### src/rtl/timer_compare_pwm.sv
// timer_compare_pwm: compare/PWM stage downstream of the 16-bit timer.
// Generates a registered PWM output, a sticky match flag with level IRQ,
// and a saturating match-event counter behind a small register bus.
module timer_compare_pwm #(
   parameter int unsigned WIDTH  = 16,
   parameter int unsigned ADDR_W = 13
) (
   input  logic              clk,
   input  logic              rst,
   input  logic [ADDR_W-1:0] addr_bi,
   input  logic [31:0]       data_bi,
   output logic [31:0]       data_bo,
   input  logic              rd_i,
   input  logic              wr_i,
   input  logic [WIDTH-1:0]  t_val_bi,
   output logic              pwm_o,
   output logic              irq_o
);

   localparam logic [ADDR_W-1:0] A_CMP    = ADDR_W'(0);
   localparam logic [ADDR_W-1:0] A_CCONF  = ADDR_W'(4);
   localparam logic [ADDR_W-1:0] A_STATUS = ADDR_W'(8);
   localparam logic [ADDR_W-1:0] A_MCNT   = ADDR_W'(12);

   logic [WIDTH-1:0] r_cmp;
   logic             r_en;
   logic             r_inv;
   logic             r_irq_en;
   logic             r_oneshot;
   logic             r_flag;
   logic [WIDTH-1:0] r_match_cnt;
   logic [WIDTH-1:0] r_t_prev;
   logic [31:0]      r_data;
   logic             r_pwm;
   logic             r_irq;

   logic             w_wr_cmp;
   logic             w_wr_cconf;
   logic             w_wr_status;
   logic             w_wr_mcnt;
   logic             w_ev;
   logic             w_en_next;
   logic             w_inv_next;
   logic             w_irq_en_next;
   logic             w_oneshot_next;
   logic             w_flag_next;
   logic [WIDTH-1:0] w_cnt_next;
   logic [31:0]      w_rdata;
   logic             w_unused_data;

   assign w_unused_data = ^data_bi[31:WIDTH];

   assign w_wr_cmp    = wr_i && (addr_bi == A_CMP);
   assign w_wr_cconf  = wr_i && (addr_bi == A_CCONF);
   assign w_wr_status = wr_i && (addr_bi == A_STATUS);
   assign w_wr_mcnt   = wr_i && (addr_bi == A_MCNT);

   // A stalled timer parked on CMP yields a single event: t_prev must differ.
   assign w_ev = r_en && (t_val_bi == r_cmp) && (t_val_bi != r_t_prev);

   // Next-state for control/status: bus writes win over event-driven updates,
   // except the flag, where a match set beats a same-cycle W1C clear.
   always_comb begin
      w_en_next      = r_en;
      w_inv_next     = r_inv;
      w_irq_en_next  = r_irq_en;
      w_oneshot_next = r_oneshot;
      w_flag_next    = r_flag;
      w_cnt_next     = r_match_cnt;
      if (w_ev && r_oneshot) begin
         w_en_next = 1'b0;
      end
      if (w_wr_cconf) begin
         w_en_next      = data_bi[0];
         w_inv_next     = data_bi[1];
         w_irq_en_next  = data_bi[2];
         w_oneshot_next = data_bi[3];
      end
      if (w_wr_status && data_bi[0]) begin
         w_flag_next = 1'b0;
      end
      if (w_ev) begin
         w_flag_next = 1'b1;
      end
      if (w_wr_mcnt) begin
         w_cnt_next = data_bi[WIDTH-1:0];
      end else if (w_ev && (r_match_cnt != '1)) begin
         w_cnt_next = r_match_cnt + 1'b1;
      end
   end

   // Read mux over current (pre-write) register contents.
   always_comb begin
      w_rdata = '0;
      case (addr_bi)
         A_CMP:    w_rdata = 32'(r_cmp);
         A_CCONF:  w_rdata = {28'd0, r_oneshot, r_irq_en, r_inv, r_en};
         A_STATUS: w_rdata = {30'd0, r_pwm, r_flag};
         A_MCNT:   w_rdata = 32'(r_match_cnt);
         default:  w_rdata = '0;
      endcase
   end

   // All state: registers, PWM, IRQ and read data.
   always_ff @(posedge clk) begin
      if (rst) begin
         r_cmp       <= '0;
         r_en        <= 1'b0;
         r_inv       <= 1'b0;
         r_irq_en    <= 1'b0;
         r_oneshot   <= 1'b0;
         r_flag      <= 1'b0;
         r_match_cnt <= '0;
         r_t_prev    <= '0;
         r_data      <= '0;
         r_pwm       <= 1'b0;
         r_irq       <= 1'b0;
      end else begin
         if (w_wr_cmp) begin
            r_cmp <= data_bi[WIDTH-1:0];
         end
         r_en        <= w_en_next;
         r_inv       <= w_inv_next;
         r_irq_en    <= w_irq_en_next;
         r_oneshot   <= w_oneshot_next;
         r_flag      <= w_flag_next;
         r_match_cnt <= w_cnt_next;
         r_t_prev    <= t_val_bi;
         if (rd_i) begin
            r_data <= w_rdata;
         end
         r_pwm <= r_en ? ((t_val_bi < r_cmp) ^ r_inv) : r_inv;
         r_irq <= w_flag_next & w_irq_en_next;
      end
   end

   assign data_bo = r_data;
   assign pwm_o   = r_pwm;
   assign irq_o   = r_irq;

endmodule

### config.mk
export PLATFORM = sky130hd
export DESIGN_NAME = timer_compare_pwm
export DESIGN_NICKNAME = d
export VERILOG_FILES = /design/src/rtl/timer_compare_pwm.sv
export SDC_FILE = /design/constraint.sdc
export NUM_CORES = 1
export LEC_CHECK = 0
export CORE_UTILIZATION = 45
export DETAILED_ROUTE_END_ITERATION = 8
export GPL_TIMING_DRIVEN = 0
export PLACE_DENSITY_LB_ADDON = 0.08
export SLEW_MARGIN = 20
export SYNTH_ARGS = -nofsm -noshare
export SYNTH_HDL_FRONTEND = slang
export SYNTH_SLANG_ARGS = --single-unit
### constraint.sdc
create_clock -name clk -period 5.1 [get_ports clk]
set_input_delay 1.275 -clock clk [delete_from_list [all_inputs] [get_ports clk]]
set_output_delay 1.275 -clock clk [all_outputs]
set_load 0.03 [all_outputs]
==> results.json <==
{
  "layout_common_cells": "dfxtp_1 (71), clkdlybuf4s50_1 (63), nand2_1 (48)",
  "grt.overflow.total": 0,
  "hold_viol": 0,
  "drv_cap": 0,
  "worstPathRequired_ns": 5.35,
  "num_antenna_cells": 0,
  "layout-drive-gt1-share_pct": 9.07,
  "yosysSeqAreaShare_pct": 37.2,
  "p_switching_uw": 287,
  "fin_cells": 645,
  "worst_slew_pin_slew_ns": 0.944,
  "end_kind": "flip-flop",
  "start_util_pct": 46.5,
  "finalSetupTns_ns": 0,
  "cts_resized": 0,
  "drt-pass1-iter-count": 4,
  "finalCritPeriodShare_pct": 72.1,
  "final_util_pct": 59.8,
  "intPower_mw": 1.02,
  "netlist_instances": 446,
  "wl_per_cell_microns": 15.3,
  "fmax_mhz": 272,
  "pre_cts_ws_ns": 1.06,
  "fin_crit_ns": 3.68,
  "dieHeight_microns": 94.1,
  "rsz0062_at_grt": "no",
  "drt-total-wl_microns": 9890,
  "grt_pass1_vias": 3168,
  "seqPwrFrac_pct": 43.0,
  "row_count": 33,
  "grt_max_degree": 13,
  "r2r_slack_ns": 2.39,
  "numCtsBuffers": 9,
  "fp.dieW_microns": 94.1,
  "power_frac_comb_pct": 9.8,
  "grt_use_total_pct": 23.8,
  "drc_errors": 0,
  "cts_setup_buffers": 0,
  "netlist_area_sq_um": 3820,
  "synth_top_area_share_pct": 37.2,
  "antenna_left": 0,
  "worstSetupPathType": "input port to flip-flop",
  "place_congestion": 0.892,
  "syn_area_per_cell_sq_um": 8.56,
  "yosys.cell_types.count": 48,
  "nFillCells": 777,
  "clk_latency_ns": 0.35,
  "slew_headroom_pct": 36.6,
  "hp-class": "flip-flop to flip-flop",
  "area_growth_pct": 28.7,
  "clk_pin_slew_worst_paths_ns": 0.08,
  "hpwlAfterDp_microns": 7740,
  "timing.final.ws_setup_ns": 1.42,
  "synth_edf_count": 0,
  "yosys-top-cells-area": "dfxtp_1 (37%), ha_1 (5.6%), a21oi_1 (5.0%)",
  "p_leak_nw": 1.74,
  "via_per_inst": 5.16,
  "synthFlopType": "dfxtp_1",
  "holdWs_ns": 0.471,
  "synth-seq-cells": 71,
  "crit_path_max_fanout": 5,
  "die_area_sq_um": 8860,
  "multi_input_area_sq_um": 2170,
  "critPathLaunchType": "input port",
  "place_inst": 629,
  "grt_pass1_wl_microns": 15900,
  "drt_iter0_drc": 198,
  "io_pins": 99,
  "cts_hold_buf": 0,
  "layout.nets": 617,
  "cts_tree": "done",
  "p_clk_share_pct": 47.2,
  "peakVddDrop_mv": 0.157,
  "synth_top_area_cell": "dfxtp_1",
  "place.port_buffers": 63,
  "cts_max_level": 3,
  "outcome": "finished clean",
  "antenna_found_initial": 0,
  "switching_share_pct": 21.9,
  "coreArea_sq_um": 8220,
  "num_vias": 3330,
  "ys_warn_count": 0,
  "worstPathArrival_ns": 3.93,
  "worst_clock_skew_ns": 0.00728,
  "layout_commonest_cell": "dfxtp_1",
  "cts.path.max_buffers": 2,
  "slew_viol_final": 0,
  "ctsRootBufferMaster": "clkbuf_8",
  "finalSetupViolations": 0,
  "ff_latch_area_sq_um": 1420,
  "clock_sinks": 71,
  "async_reset_ff_share_pct": 0,
  "power_density_nw_per_um2": 267
}
## worst max-delay path, stage by stage
cell	delay (ns)
clkdlybuf4s50_1	0.47
ha_1	0.37
nand4_2	0.15
or3_4	0.44
a2111oi_4	0.39
nand2_1	0.20
or3_1	0.35
a311oi_1	0.28
## power by group through the flow
stage          Clock, mW  Combinational [mW]  Sequential, mW
5_1_grt            0.651               0.139           0.564
4_1_cts            0.625               0.128           0.563
3_3_place_gp           0               0.126           0.576
3_5_place_dp           0               0.127           0.577
6_report           0.619               0.128           0.563
2_1_floorplan          0              0.0705           0.576
## worst paths after layout
path | start | end | cells past startpoint
max | t_val_bi[7] | r_match_cnt[10] | 8
min | data_bo[4] | data_bo[4] | 2
max reg2reg | r_cmp[7] | r_match_cnt[10] | 8
min reg2reg | data_bo[4] | data_bo[4] | 2
## Yosys cell counts (2+ instances only)
| cell type | instances |
|---|---|
| dfxtp_1 | 71 |
| nand2_1 | 48 |
| a21oi_1 | 38 |
| nand3_1 | 26 |
| nor2_1 | 24 |
| inv_1 | 21 |
| xor2_1 | 21 |
| clkbuf_1 | 20 |
| nor2b_1 | 18 |
| ha_1 | 17 |
| buf_4 | 16 |
| nand2b_1 | 16 |
| a211oi_1 | 12 |
| a22o_1 | 12 |
| nand4_1 | 9 |
| nor4_1 | 9 |
| xnor2_1 | 7 |
| mux2i_1 | 6 |
| o21ai_0 | 6 |
| and3_1 | 4 |
| nor3_1 | 4 |
| nor4_2 | 4 |
| a311oi_1 | 3 |
| buf_1 | 3 |
| o31ai_1 | 3 |
| and2_1 | 2 |
| and4_1 | 2 |
| mux4_2 | 2 |
| nand4_2 | 2 |
| or3_1 | 2 |
## area by class of cell
| type | instances | share of cell area [%] |
|---|---|---|
| plain buffers | 39 | 4.20 |
| clock buffers | 11 | 3.08 |
| well taps | 105 | 2.67 |
| flip-flops and latches | 71 | 28.9 |
| inverters | 21 | 1.60 |
| repair buffers | 63 | 12.8 |
| multi-input cells | 330 | 44.1 |
| clock inverters | 5 | 2.60 |
## state kept, by name, summed over array words and instances, names as in the netlist
register,flops
r_en,1
r_oneshot,1
irq_o,1
r_irq_en,1
r_inv,1
pwm_o,1
r_flag,1
r_match_cnt,16
data_bo,16
r_cmp,16
r_t_prev,16
## stage by stage
step           power [mW]  instance area, sq um
6_report             1.31                  4910
5_1_grt              1.35                  4910
4_1_cts              1.32                  4910
3_5_place_dp        0.704                  4640
3_3_place_gp        0.702                  4640
2_1_floorplan       0.646                  3870
## layer usage
metal,vias to the layer above,share of wire (%),routed length [microns],GRT usage [%]
met5,-,0,0,0
met4,0,2.7,265,11.3
met3,26,5.6,554,3.88
met2,98,45,4450,37.9
met1,1501,47,4620,31.3
li1,1705,-,-,-
## kinds of logic after synthesis
group | share of synthesized area [%]
compound gates | 14.9
flops | 37.2
buf+inv | 7.47
xor+xnor | 6.42
fa+ha+maj | 5.57
simple gates | 25.3
other cells | 0.0982
mux | 3.05
Power figures use the tool's default switching activity.
